**src/rtl/lector_pkg.sv**
```systemverilog
// Shared types and defaults for the BufferCircular read engine.
package lector_pkg;

    typedef enum logic [1:0] {
        IDLE   = 2'd0,
        LEER   = 2'd1,
        DRENAR = 2'd2
    } estado_t;

    localparam int NUM   = 8;
    localparam int BW    = $clog2(NUM + 1);
    localparam int CNT_W = 32;

    // Saturate a requested burst length at the buffer depth.
    function automatic int unsigned limitar(input int unsigned rafaga, input int unsigned maximo);
        if (rafaga > maximo) begin
            return maximo;
        end else begin
            return rafaga;
        end
    endfunction

endpackage

```
**src/rtl/lector_buffer_circular_etapa_salida.sv**
```systemverilog
// One-entry output register: loads a popped word, holds it while downstream stalls,
// and empties on a transfer that is not refilled in the same cycle.
module etapa_salida #(
    parameter int WIDTH = 64
) (
    input  logic             clk_i,
    input  logic             rst_i,
    input  logic             carga_i,
    input  logic             acepta_i,
    input  logic [WIDTH-1:0] dato_i,
    input  logic             ultimo_i,
    output logic [WIDTH-1:0] dato_o,
    output logic             valido_o,
    output logic             ultimo_o
);

    logic [WIDTH-1:0] dato_q, dato_d;
    logic             valido_q, valido_d;
    logic             ultimo_q, ultimo_d;

    // Next-entry selection: load wins over drain, otherwise hold.
    always_comb begin
        dato_d   = dato_q;
        valido_d = valido_q;
        ultimo_d = ultimo_q;
        if (carga_i) begin
            dato_d   = dato_i;
            valido_d = 1'b1;
            ultimo_d = ultimo_i;
        end else if (valido_q && acepta_i) begin
            valido_d = 1'b0;
            ultimo_d = 1'b0;
        end else begin
            valido_d = valido_q;
        end
    end

    // Entry registers.
    always_ff @(posedge clk_i) begin
        if (rst_i) begin
            dato_q   <= {WIDTH{1'b0}};
            valido_q <= 1'b0;
            ultimo_q <= 1'b0;
        end else begin
            dato_q   <= dato_d;
            valido_q <= valido_d;
            ultimo_q <= ultimo_d;
        end
    end

    assign dato_o   = dato_q;
    assign valido_o = valido_q;
    assign ultimo_o = ultimo_q;

endmodule

```
**src/rtl/lector_buffer_circular.sv**
```systemverilog
// Burst reader for a first-word-fall-through circular buffer: pops the requested
// number of words and streams them out over valid/ready at one word per clock.
module lector_buffer_circular #(
    parameter  int WIDTH = 64,
    parameter  int NUM   = lector_pkg::NUM,
    parameter  int CNT_W = lector_pkg::CNT_W,
    localparam int BW    = $clog2(NUM + 1)
) (
    input  logic             clk_i,
    input  logic             rst_i,
    input  logic             peticion_i,
    input  logic [BW-1:0]    rafaga_i,
    output logic             pet_lista_o,
    input  logic             vacia_i,
    input  logic [WIDTH-1:0] dato_i,
    output logic             delecion_o,
    output logic [WIDTH-1:0] dato_o,
    output logic             valido_o,
    input  logic             listo_i,
    output logic             ultimo_o,
    output logic [CNT_W-1:0] contador_o
);
    import lector_pkg::*;

    localparam logic [BW-1:0]    RESTANTES_CERO = {BW{1'b0}};
    localparam logic [BW-1:0]    RESTANTES_UNO  = {{(BW-1){1'b0}}, 1'b1};
    localparam logic [CNT_W-1:0] CONTADOR_UNO   = {{(CNT_W-1){1'b0}}, 1'b1};

    estado_t          estado_q, estado_d;
    logic [BW-1:0]    restantes_q, restantes_d;
    logic [CNT_W-1:0] contador_q, contador_d;

    logic             pop_s;
    logic             transfer_s;
    logic             ultimo_carga_s;
    logic             valido_s;
    logic             ultimo_s;
    logic [WIDTH-1:0] dato_s;

    assign transfer_s     = valido_s && listo_i;
    assign ultimo_carga_s = (restantes_q == RESTANTES_UNO);

    // Pop only when a word is there, the burst is unfinished and the output slot frees up this cycle.
    always_comb begin
        pop_s = 1'b0;
        if (!rst_i && (estado_q == LEER) && !vacia_i &&
            (restantes_q != RESTANTES_CERO) && (!valido_s || listo_i)) begin
            pop_s = 1'b1;
        end else begin
            pop_s = 1'b0;
        end
    end

    // Burst sequencing and remaining-word bookkeeping.
    always_comb begin
        estado_d    = estado_q;
        restantes_d = restantes_q;
        case (estado_q)
            IDLE: begin
                if (peticion_i) begin
                    restantes_d = BW'(limitar(int'(rafaga_i), NUM));
                    if (rafaga_i != RESTANTES_CERO) begin
                        estado_d = LEER;
                    end else begin
                        estado_d = IDLE;
                    end
                end else begin
                    estado_d = IDLE;
                end
            end
            LEER: begin
                if (pop_s) begin
                    restantes_d = restantes_q - RESTANTES_UNO;
                    if (ultimo_carga_s) begin
                        estado_d = DRENAR;
                    end else begin
                        estado_d = LEER;
                    end
                end else begin
                    estado_d = LEER;
                end
            end
            DRENAR: begin
                if (transfer_s) begin
                    estado_d = IDLE;
                end else begin
                    estado_d = DRENAR;
                end
            end
            default: begin
                estado_d    = IDLE;
                restantes_d = RESTANTES_CERO;
            end
        endcase
    end

    // Delivered-word counter, free-running modulo 2^CNT_W.
    always_comb begin
        if (transfer_s) begin
            contador_d = contador_q + CONTADOR_UNO;
        end else begin
            contador_d = contador_q;
        end
    end

    // Control state registers.
    always_ff @(posedge clk_i) begin
        if (rst_i) begin
            estado_q    <= IDLE;
            restantes_q <= RESTANTES_CERO;
            contador_q  <= {CNT_W{1'b0}};
        end else begin
            estado_q    <= estado_d;
            restantes_q <= restantes_d;
            contador_q  <= contador_d;
        end
    end

    etapa_salida #(
        .WIDTH (WIDTH)
    ) u_etapa_salida (
        .clk_i    (clk_i),
        .rst_i    (rst_i),
        .carga_i  (pop_s),
        .acepta_i (listo_i),
        .dato_i   (dato_i),
        .ultimo_i (ultimo_carga_s),
        .dato_o   (dato_s),
        .valido_o (valido_s),
        .ultimo_o (ultimo_s)
    );

    assign pet_lista_o = (estado_q == IDLE);
    assign delecion_o  = pop_s;
    assign dato_o      = dato_s;
    assign valido_o    = valido_s;
    assign ultimo_o    = ultimo_s;
    assign contador_o  = contador_q;

endmodule

```
**config.mk**
```make
export PLATFORM = sky130hd
export DESIGN_NAME = lector_buffer_circular
export DESIGN_NICKNAME = d
export VERILOG_FILES = /design/src/rtl/lector_pkg.sv /design/src/rtl/lector_buffer_circular_etapa_salida.sv /design/src/rtl/lector_buffer_circular.sv
export SDC_FILE = /design/constraint.sdc
export NUM_CORES = 1
export LEC_CHECK = 0
export ABC_AREA = 1
export BUFFER_PORTS_ARGS = -buffer_cell sky130_fd_sc_hd__buf_2
export CAP_MARGIN = 20
export CORE_ASPECT_RATIO = 0.7
export CORE_MARGIN = 2
export CORE_UTILIZATION = 54
export CTS_BUF_LIST = sky130_fd_sc_hd__clkbuf_8 sky130_fd_sc_hd__clkbuf_16
export CTS_CLUSTER_SIZE = 10
export DETAILED_ROUTE_END_ITERATION = 10
export GPL_TIMING_DRIVEN = 0
export PLACE_DENSITY = 0.91
export SYNTH_ARGS = -nofsm -noshare
export SYNTH_HDL_FRONTEND = slang
export SYNTH_SLANG_ARGS = --single-unit
```
**constraint.sdc**
```tcl
create_clock -name clk_i -period 3.7 [get_ports clk_i]
set_input_delay 0.74 -clock clk_i [delete_from_list [all_inputs] [get_ports clk_i]]
set_output_delay 0.74 -clock clk_i [all_outputs]
set_load 0.02 [all_outputs]
```
Word level (Yosys, flattened, before mapping)
Cells that the tools add are included.
{ "op_classes": {"n_bitwise": 1, "addsub": 2, "shifts": 0, "eq_ne": 5, "n_reduce_logical": 14, "mux": 14, "div": 0, "mul": 0, "n_lt_le_gt_ge": 1} }
{ "ops": {"columns": ["cell", "count"], "rows": [
  ["adder 32 x 1 -> 32 bit, second input constant", 1],
  ["two-way mux 4 bit", 3],
  ["case mux 4 bit (3 select lines)", 1],
  ["two-way mux 2 bit", 4],
  ["nonzero test 4 bit", 2],
  ["case mux 2 bit (3 select lines)", 1],
  ["logical AND 1 bit", 5],
  ["two-way mux 1 bit", 5],
  ["== test 4 x 1 -> 1 bit, second input constant", 1],
  ["> comparator 4 bit, second input constant", 1],
  ["inequality test 2 bit, second input constant", 2],
  ["subtractor 4 x 1 -> 4 bit, second input constant", 1],
  ["logical NOT 1 bit", 3],
  ["AND reduction 3 bit", 1],
  ["== test 2 x 1 -> 1 bit, second input constant", 1],
  ["== test 2 bit, second input constant", 1],
  ["logical NOT 2 bit", 1],
  ["nonzero test 2 bit", 1],
  ["logical OR 1 bit", 1],
  ["inverter 1 bit", 1]
]} }
{ "word_totals": {"latch_bits": 0, "n_memories": 0, "out_inout_bits": 100, "romBits": 0, "in_bits": 73, "ramBits": 0, "register_bits": 104} }

Depth between registers and ports, before layout
Gate-level depths: netlist of run 1.
{ "depth": {"word_depth": 8, "depth_mapped": 10, "mapped_depth_nobuf": 10} }

Hierarchy
Synthesis of run 1 repeated with hierarchy kept, for this count alone.
{ "hier_totals": {"cells_unflattened": 624, "hier_area_um2": 4496.8} }
{ "modules_own_cells": {"columns": ["module", "area_per_inst_um2", "cells_each", "n_inst"], "rows": [
  ["etapa_salida", 2312.2, 290, 1],
  ["lector_buffer_circular", 2184.6, 334, 1]
]} }

Least setup slack after synthesis of run 1
Ideal clock, no wire load.
{ "synth_timing": {"kind": "input -> output", "start": "input port rst_i", "end": "output port delecion_o", "slack_ns": 1.616, "path_stages": 6, "arrival_time_ns": 1.344, "path_cell_list": "inv_2 > nand2_1 > nor2_4 > nand3_2 > clkinv_2 > buf_2"} }
{ "synth_via": {"elab_chain_cells": 6} }
{ "synth_lines": {"columns": ["element", "line_no", "rtl"], "rows": [
  ["start: declaration", "lector_buffer_circular.sv:10", "input logic rst_i,"],
  ["logical NOT 1 bit", "lector_buffer_circular.sv:46", "if (!rst_i && (estado_q == LEER) && !vacia_i &&"],
  ["logical AND 1 bit (3 in a row)", "lector_buffer_circular.sv:46", null],
  ["logical AND 1 bit", "lector_buffer_circular.sv:47", "(restantes_q != RESTANTES_CERO) && (!valido_s || listo_i)) begin"],
  ["two-way mux 1 bit", "lector_buffer_circular.sv:46", null],
  ["end: declaration", "lector_buffer_circular.sv:16", "output logic delecion_o,"]
]} }
Every way passes these cells.

Final worst setup path of run 1
{ "layout_timing": {"start": "register restantes_q[0]", "end": "output port delecion_o"} }
{ "layout_via": {"elab_chain_cells": 4} }
{ "layout_lines": {"columns": ["element", "line_no", "rtl"], "rows": [
  ["start: declaration", "lector_buffer_circular.sv:30", "logic [BW-1:0] restantes_q, restantes_d;"],
  ["start signal: assignment", "lector_buffer_circular.sv:114", "restantes_q <= restantes_d;"],
  ["nonzero test 4 bit", "lector_buffer_circular.sv:47", null],
  ["logical AND 1 bit", "lector_buffer_circular.sv:46", null],
  ["logical AND 1 bit", "lector_buffer_circular.sv:47", null],
  ["two-way mux 1 bit", "lector_buffer_circular.sv:46", null]
]} }
Every way passes these cells.

==> results of run 1 <==
-- per-stage QoR --
step / cells / util (%) / worst slack [ps] / instance area, sq um / total power [mW]
floorplan: 592 / - / 1620 / 4780 / 1.33
global placement: 884 / 68.0 / 1220 / 5790 / 1.41
detailed placement: 884 / 68.0 / 1200 / 5790 / 1.42
CTS: 900 / 71.4 / 1120 / 6070 / 2.33
global route: 900 / 71.4 / 1020 / 6070 / 2.39
finish: 900 / 71.4 / 1130 / 6070 / 2.31
-- tightest hold or removal path, stage by stage, from the launching register on --
cell and delay [ps]:
dfxtp_1 310, nand2_1 60, a21oi_1 50
-- cells in the final DEF, fill, tap and decap left out, types with 2 or more instances in the layout --
cell / Yosys / final
inv_8: 0 / 2
nand3b_4: 2 / 2
dfxtp_1: 104 / 104
nand2_2: 47 / 47
o21ai_0: 14 / 14
inv_6: 1 / 3
nor3_1: 7 / 7
clkinv_2: 1 / 2
nand2_1: 147 / 147
clkbuf_1: 10 / 10
a21oi_1: 42 / 42
xnor2_1: 3 / 3
ha_1: 3 / 3
buf_2: 6 / 178
a21oi_2: 40 / 40
inv_2: 3 / 3
clkbuf_16: 0 / 9
o21ai_1: 2 / 2
nor2_8: 3 / 3
o22ai_1: 2 / 2
nand4_1: 9 / 9
a31oi_1: 2 / 2
o21a_1: 2 / 2
nor2_2: 3 / 3
xor2_1: 7 / 7
buf_4: 3 / 3
nand3_1: 17 / 17
buf_12: 4 / 4
nor2_4: 7 / 7
nand2_4: 3 / 3
inv_1: 42 / 42
nor2_1: 44 / 44
nand3_2: 4 / 4
-- metal layers --
metal	part of all wire, %	vias up
met2	47	180
met4	0.79	0
met3	8.3	14
met5	0	-
met1	44	2057
li1	-	2259
-- registers in the layout, indices dropped and copies added, names as in the netlist --
register and flops:
u_etapa_salida.dato_o 64, contador_o 32, restantes_q 4, estado_q 2
u_etapa_salida.ultimo_o 1, u_etapa_salida.valido_o 1
-- power groups by stage --
stage | combinational [mW] | clock [mW] | sequential (mW)
floorplan | 0.124 | 0 | 1.20
global placement | 0.229 | 0 | 1.18
detailed placement | 0.238 | 0 | 1.18
CTS | 0.239 | 0.931 | 1.16
global route | 0.262 | 0.971 | 1.16
finish | 0.239 | 0.915 | 1.16
-- final cells by class --
| class | instances | area (sq um) |
|---|---|---|
| buffer | 25 | 196 |
| multi-input combinational | 416 | 2320 |
| timing repair buffer | 172 | 861 |
| clock buffer | 9 | 225 |
| fill | 664 | 2440 |
| clock inverter | 7 | 61.3 |
| inverter | 47 | 183 |
| tap | 120 | 150 |
| sequential | 104 | 2080 |
-- cells by family after synthesis --
group | synth area share, %
AO/OA/AOI/OAI | 14.6
XOR/XNOR | 1.83
adder cells (fa/ha/maj) | 0.786
buffers and inverters | 7.94
flip-flops | 43.6
AND/OR/NAND/NOR | 31.3
-- worst min path at each step --
stage | from | endpoint
global placement | u_etapa_salida.dato_o[36] | u_etapa_salida.dato_o[36]
floorplan | estado_q[1] | estado_q[1]
CTS | u_etapa_salida.dato_o[41] | u_etapa_salida.dato_o[41]
detailed placement | u_etapa_salida.dato_o[41] | u_etapa_salida.dato_o[41]
global route | u_etapa_salida.dato_o[37] | u_etapa_salida.dato_o[37]
finish | u_etapa_salida.dato_o[49] | u_etapa_salida.dato_o[49]
-- Yosys cell counts (4+ instances only) --
cell      number  share of area (%)
nand2_1      147                 12
dfxtp_1      104                 44
nand2_2       47                6.2
nor2_1        44                3.5
a21oi_1       42                4.4
inv_1         42                3.3
a21oi_2       40                7.3
nand3_1       17                1.8
o21ai_0       14                1.5
clkbuf_1      10               0.79
nand4_1        9                1.2
nor2_4         7                1.7
nor3_1         7               0.73
xor2_1         7                1.3
buf_2          6               0.63
buf_12         4                1.7
nand3_2        4               0.84
==> reports/results.ini, run 1 <==
[status]
outcome=finished clean

[worst_hold_path]
holdCritPathClass=reg -> reg
timing.hold.worst_path_depth=2

[yosys]
synth-seq-cells=104
synth-seq-area-share_pct=43.6
synth-main-ff-cell=dfxtp_1
yosysUniqueCellTypes=39
yosysWarnings=0
synth.net_count=668
syn_avg_cell_area_sq_um=8.07
postSynthCellCount=592
synth_edf_count=0
synthesis.area_sq_um=4780
synthArstFlopShare_pct=0

[die]
die_area_sq_um=9630
fp.dieW_um=116
initial_utilization_pct=56.1
num_rows=28
die_y_um=82.7
num_io_pins=173
coreArea_sq_um=8510

[worst_setup_path]
crit_family=buffers and inverters
r2r_end=u_etapa_salida.dato_o[10]
crit_path_cell_trace=inv_1 -> ha_1 -> nand3_1 -> nand3_2 -> clkinv_2 -> buf_2 -> buf_2
worstPathRequired_ps=2960
crit_path_top_delay_cell=dfxtp_1
r2r_cells=9
cp_num_buf_inv=4
r2r_start=restantes_q[0]
path_depth=7
critPathCaptureType=output pin
crit_start=restantes_q[0]
r2r_setup_slack_ps=2020
crit_end=delecion_o
start_kind=flop
worstPathArrival_ps=1830
crit_fanout=10
crit_type=reg -> out
cpPeakStageDelay_ps=370
cp_common_cell=buf_2

[global_routing]
use_met1_pct=32.0
grt_pass1_wl_um=18700
grt_use_met3_pct=6.79
grt_use_met2_pct=41.0
grt_usage_pct=24.6
grt_antenna_before_repair=0
grt_overflow=0
grt-busiest-layer=met2
grt_max_degree=20
grt_pass1_vias=4044

[timing]
tns_ps=0
rsz0062_at_grt=no
finalCritPeriodShare_pct=69.4
tightest_slew_ps=706
fin_crit_ps=2570
skew_ps=10.7
slew_violations=0
fmax_mhz=389
finalSetupViolCount=0
timing.hold.ws_ps=463
hold_violations=0
relSlewSlack_pct=52.9

[clock_network]
h-tree-depth=3
cts_tree=built
clockBufferDepth=2
ctsHoldBuffers=0
root_buffer=clkbuf_16
cts_setup_buffers=0
clkLatencyLatePin_ps=340
cts.sinks=104
cts_buffers=9
post_cts_resized=0
clk_pin_slew_worst_paths_ps=70

[cells_and_area]
syn_to_final_growth_pct=27.2
fin_nets=851
antennaDiodeCount=0
drive_gt1_share_pct=40.9

[pwr]
comb_power_share_pct=10.3
vdd_drop_max_mv=0.253
swShare_pct=26.2
p_sw_uw=606
seq_power_share_pct=50.1
p_int_mw=1.71
p_clk_share_pct=39.6
power_density_nw_per_um2=381
leakage_nw=2.76

[place]
gp_congestion=0.891
dp_hpwl_um=9510
io_buffers=172

[drt]
num_vias=4510
ant_nets=0
drc=0
drt_first_pass_iters=5
wire_per_inst_um=13.7
drtIter0Drc=264
wirelength_um=12300
vias_per_cell=5.01

[run]
drv_cap=0

No activity file was read; power rests on OpenSTA's default activity.
==> run 2: changes to the inputs <==
- CORE_UTILIZATION: 54 -> 45
- PLACE_DENSITY: 0.91 -> 0.82
- clock period: 3.7 -> 2.17 ns (I/O delays scaled with it)
==> reports/results.ini, run 2 (synthesis results as in run 1) <==
[worst_setup_path]
worstPathRequired_ps=1740
cp_num_buf_inv=3
start_kind=flop
crit_fanout=8
worstPathArrival_ps=1620
r2r_start=restantes_q[0]
cpPeakStageDelay_ps=370
r2r_end=u_etapa_salida.dato_o[12]
crit_family=buffers and inverters
crit_path_top_delay_cell=dfxtp_1
r2r_setup_slack_ps=370
critPathCaptureType=output pin
crit_path_cell_trace=inv_1 -> ha_1 -> nand3_1 -> nand3_2 -> clkinv_4 -> buf_2
crit_type=reg -> out
r2r_cells=10

[worst_hold_path]
holdCritPathClass=in -> reg
hold_start=dato_i[7]
timing.hold.worst_path_depth=3
hold_path_end=u_etapa_salida.dato_o[7]

[cells_and_area]
antennaDiodeCount=0
largest_reg_flops=64
design_area_sq_um=6110
fin_nets=853
syn_to_final_growth_pct=27.9
final_common_cell=buf_2
fin_util_pct=59.0
final_cells=914
layout_common_cells=buf_2 (177), nand2_1 (147), dfxtp_1 (104), nand2_2 (47), nor2_1 (44)
drive_gt1_share_pct=40.9
fillCellCount=969

[die]
coreArea_sq_um=10400
fp.dieW_um=127
num_rows=31
num_io_pins=173
die_area_sq_um=11500
initial_utilization_pct=46.1
die_y_um=90.2

[timing]
finalCritPeriodShare_pct=94.8
tightest_slew_ps=711
fmax_mhz=486
tns_ps=0
slew_violations=0
setup_ws_ps=112
fin_crit_ps=2060
relSlewSlack_pct=52.6
skew_ps=7.08
hold_violations=0
rsz0062_at_grt=no
timing.hold.ws_ps=335
finalSetupViolCount=0

[pwr]
p_int_mw=2.94
power_density_nw_per_um2=639
vdd_drop_max_mv=0.422
comb_power_share_pct=10.4
report.power.total_mw=3.91
p_sw_uw=962
leakage_nw=2.77
swShare_pct=24.6
p_clk_share_pct=39.1
seq_power_share_pct=50.5

[drt]
vias_per_cell=4.75
drc=0
wire_per_inst_um=13.0
ant_nets=0
num_vias=4342
drt_first_pass_iters=4
drtIter0Drc=195
wirelength_um=11900

[clock_network]
cts_buffers=9
clkLatencyLatePin_ps=330
clk_pin_slew_worst_paths_ps=70
h-tree-depth=3
clockBufferDepth=2
cts.sinks=104
root_buffer=clkbuf_16
cts_tree=built

[global_routing]
grt_pass1_vias=3899
grt_antenna_before_repair=0
grt_max_degree=17
grt_overflow=0
grt_usage_pct=20.5
grt_pass1_wl_um=19100

[place]
dp_slack_ps=120
dp_hpwl_um=8940
dpl_cell_area_sq_um=5800
dp.cells=896
io_buffers=172
gp_congestion=0.846

[status]
outcome=finished clean

[run]
drv_cap=0

[run 2: cell count changes in the layout (fill, tap and decap cells not counted), moves of 2 or more]
cell      before  now
buf_4          3    6
clkbuf_8       0    2
inv_6          3    1
inv_8          2    0
[run 2: area by class of cell]
class,count,area [sq um],share of cell area [%]
Multi-Input combinational cell,416,2320,37.9
Buffer,24,191,3.13
Timing Repair Buffer,175,883,14.5
Tap cell,132,165,2.70
Clock inverter,5,32.5,0.532
Sequential cell,104,2080,34.1
Clock buffer,11,253,4.14
Inverter,47,186,3.05
[run 2: worst max-delay path by stage]
stage,startpoint,to,slack (ps),cells after the start
after floorplan,contador_o[1],contador_o[26],590,10
final,restantes_q[0],delecion_o,110,6
after CTS,restantes_q[0],delecion_o,20,6
after global routing,restantes_q[0],delecion_o,30,6
after global placement,rst_i,contador_o[13],180,5
after detailed placement,rst_i,contador_o[13],120,5
[run 2: layer usage]
metal	track usage (%)	routed length, um	up-vias
li1	-	-	2260
met1	29.7	5990	1939
met2	30.2	5150	130
met3	4.82	601	13
met4	5.77	152	0
met5	0	0	-
[run 2: timing repair]
item,in CTS,in global routing
buffers inserted,0,3
pin swaps,0,0
hold buffers,0,0
resized for setup,0,3
endpoints found under the setup margin,1,1
[run 2: power groups by stage]
stage | combinational [mW] | clock [mW] | sequential, mW
2_1_floorplan | 0.211 | 0 | 2.05
3_3_place_gp | 0.399 | 0 | 2.02
3_5_place_dp | 0.403 | 0 | 2.02
4_1_cts | 0.404 | 1.58 | 1.97
5_1_grt | 0.448 | 1.64 | 1.98
6_report | 0.405 | 1.53 | 1.97
[run 2: tightest hold or removal path, delay by kind of cell]
| family | cells | cell delay, ps |
|---|---|---|
| buf+inv | 1 | 100 |
| simple gates | 1 | 60 |
| compound gates | 1 | 40 |
==> run 3: changes to the inputs <==
- ABC_AREA: 1 -> unset
- CORE_UTILIZATION: 45 -> 43
- PLACE_DENSITY: 0.82 -> 0.8
==> reports/results.ini, run 3 <==
[status]
outcome=finished clean

[timing]
hold_violations=0
tns_ps=0
tightest_slew_ps=546
fin_crit_ps=2100
relSlewSlack_pct=63.5
skew_ps=4.60
rsz0062_at_grt=no
fmax_mhz=477
slew_violations=0
finalCritPeriodShare_pct=96.7
finalSetupViolCount=0

[clock_network]
root_buffer=clkbuf_16
clockBufferDepth=2
ctsHoldBuffers=0
cts_tree=built
clk_pin_slew_worst_paths_ps=70
clkLatencyLatePin_ps=340
h-tree-depth=3
cts_buffers=9
cts.sinks=104

[cells_and_area]
layout_common_cells=buf_2 (174), nand2_1 (141), dfxtp_1 (103), a21oi_1 (73), nor2_1 (36)
multi_input_area_sq_um=1960
fin_util_pct=58.5
final_common_cell=buf_2
antennaDiodeCount=0
syn_to_final_growth_pct=33.3
fin_nets=770
drive_gt1_share_pct=32.6
largest_reg_flops=64
fillCellCount=853
regArea_sq_um=2080

[yosys]
synthesis.area_sq_um=4240
synth.net_count=586
synthArstFlopShare_pct=0
yosys-top-cells-area=dfxtp_1 (49%), nand2_1 (12%), a21oi_1 (8.6%)
synth_area_leader_cell=dfxtp_1
synth_mux_area_share_pct=1.21
synth.top_cells.by_count=nand2_1 (141), dfxtp_1 (104), a21oi_1 (73)
synth_compound_area_share_pct=11.0
synth-seq-cells=104
synth-adder-area-share_pct=0.886
synth_edf_count=0
syn_avg_cell_area_sq_um=8.31
yosysWarnings=0
postSynthCellCount=510
synth-seq-area-share_pct=49.1
synth-main-ff-cell=dfxtp_1
synth_top_area_share_pct=49.1
synth_xor_area_share_pct=5.79
synth_most_common_cell=nand2_1
yosys.area_share.simple_pct=27.0
synth_top_family_by_area=simple AND/OR/NAND/NOR gates
yosysUniqueCellTypes=42

[run]
drv_cap=0

[die]
initial_utilization_pct=43.9
num_rows=30
fp.dieW_um=123
die_area_sq_um=10700
coreArea_sq_um=9650
die_y_um=87.1
num_io_pins=173

[place]
dp_hpwl_um=8580
io_buffers=171
gp_congestion=0.831

[pwr]
vdd_drop_max_mv=0.463
power_density_nw_per_um2=729
leakage_nw=2.41

[global_routing]
grt_usage_pct=20.8
grt_pass1_wl_um=17700
grt_pass1_vias=3878
grt_antenna_before_repair=0
grt_max_degree=17
grt_overflow=0

[worst_setup_path]
critPathCaptureType=output pin
crit_fanout=3
crit_type=reg -> out
start_kind=flop
worstPathRequired_ps=1740
worstPathArrival_ps=1660

[drt]
wirelength_um=11200
vias_per_cell=4.89
num_vias=4046
wire_per_inst_um=13.5
ant_nets=0
drtIter0Drc=159
drt_first_pass_iters=4
drc=0

[worst_hold_path]
holdCritPathClass=in -> reg

==> run 3: per-stage QoR <==
stage | power [mW] | hold WS (ps) | setup WS [ps] | std cells | instance area, sq um
after detailed placement | 2.34 | 443 | 29.6 | 809 | 5250
final | 4.12 | 328 | 71.8 | 827 | 5650
after floorplan | 2.20 | 483 | 287 | 510 | 4240
after CTS | 4.14 | 317 | 5.52 | 827 | 5610
after global placement | 2.33 | 439 | 37.6 | 809 | 5250
after global routing | 4.26 | 321 | 9.06 | 827 | 5650
==> run 3: power by group <==
| part | leakage (nW) | total (mW) | internal [mW] | switching, mW |
|---|---|---|---|---|
| sequential | 0.840 | 1.97 | 1.95 | 0.0250 |
| combinational | 1.40 | 0.342 | 0.143 | 0.199 |
| clock | 0.169 | 1.80 | 1.11 | 0.695 |
==> run 3: what timing repair did <==
item | 4_1_cts | 5_1_grt
pin swaps | 1 | 0
buffers inserted | 3 | 0
setup endpoints to repair | 1 | 60
gates cloned | 0 | 0
gates resized for setup | 1 | 14
==> run 3: metal layers <==
| metal | wire, um | track usage, % | vias to the layer above |
|---|---|---|---|
| met2 | 5290 | 35.5 | 105 |
| met1 | 5110 | 26.1 | 1876 |
| li1 | - | - | 2055 |
| met4 | 119 | 5.22 | 0 |
| met5 | 0 | 0 | - |
| met3 | 663 | 5.89 | 10 |
==> run 3: final cells by class <==
| type | count | area share [%] |
|---|---|---|
| Inverter | 12 | 0.842 |
| Buffer | 32 | 3.08 |
| Sequential cell | 104 | 36.9 |
| Clock buffer | 12 | 4.72 |
| Tap cell | 128 | 2.84 |
| Clock inverter | 4 | 1.31 |
| Timing Repair Buffer | 174 | 15.6 |
| Multi-Input combinational cell | 361 | 34.7 |
==> run 3: path summary, 6_finish.rpt <==
| check | start | end | slack (ps) | cells past startpoint |
|---|---|---|---|---|
| worst max-delay path | restantes_q[0] | delecion_o | 70 | 6 |
| worst min-delay path | dato_i[51] | u_etapa_salida.dato_o[51] | 330 | 3 |
| worst max register to register | restantes_q[0] | u_etapa_salida.dato_o[17] | 140 | 10 |
| worst min register to register | u_etapa_salida.dato_o[7] | u_etapa_salida.dato_o[7] | 450 | 2 |
==> run 3: cells by family (layout without fill, tap and decap cells) <==
| logic type | Yosys count | after routing |
|---|---|---|
| XOR/XNOR | 28 | 28 |
| adder cells (fa/ha/maj) | 3 | 3 |
| AND/OR/NAND/NOR | 239 | 239 |
| buffers and inverters | 45 | 234 |
| AO/OA/AOI/OAI | 86 | 86 |
| multiplexers | 5 | 5 |
| flip-flops | 104 | 104 |
==> run 3: critical path, stage by stage (launching register included) <==
cell,delay (ps)
dfxtp_2,340
inv_2,90
ha_4,140
or3b_4,370
nand4_1,160
inv_4,70
buf_4,160
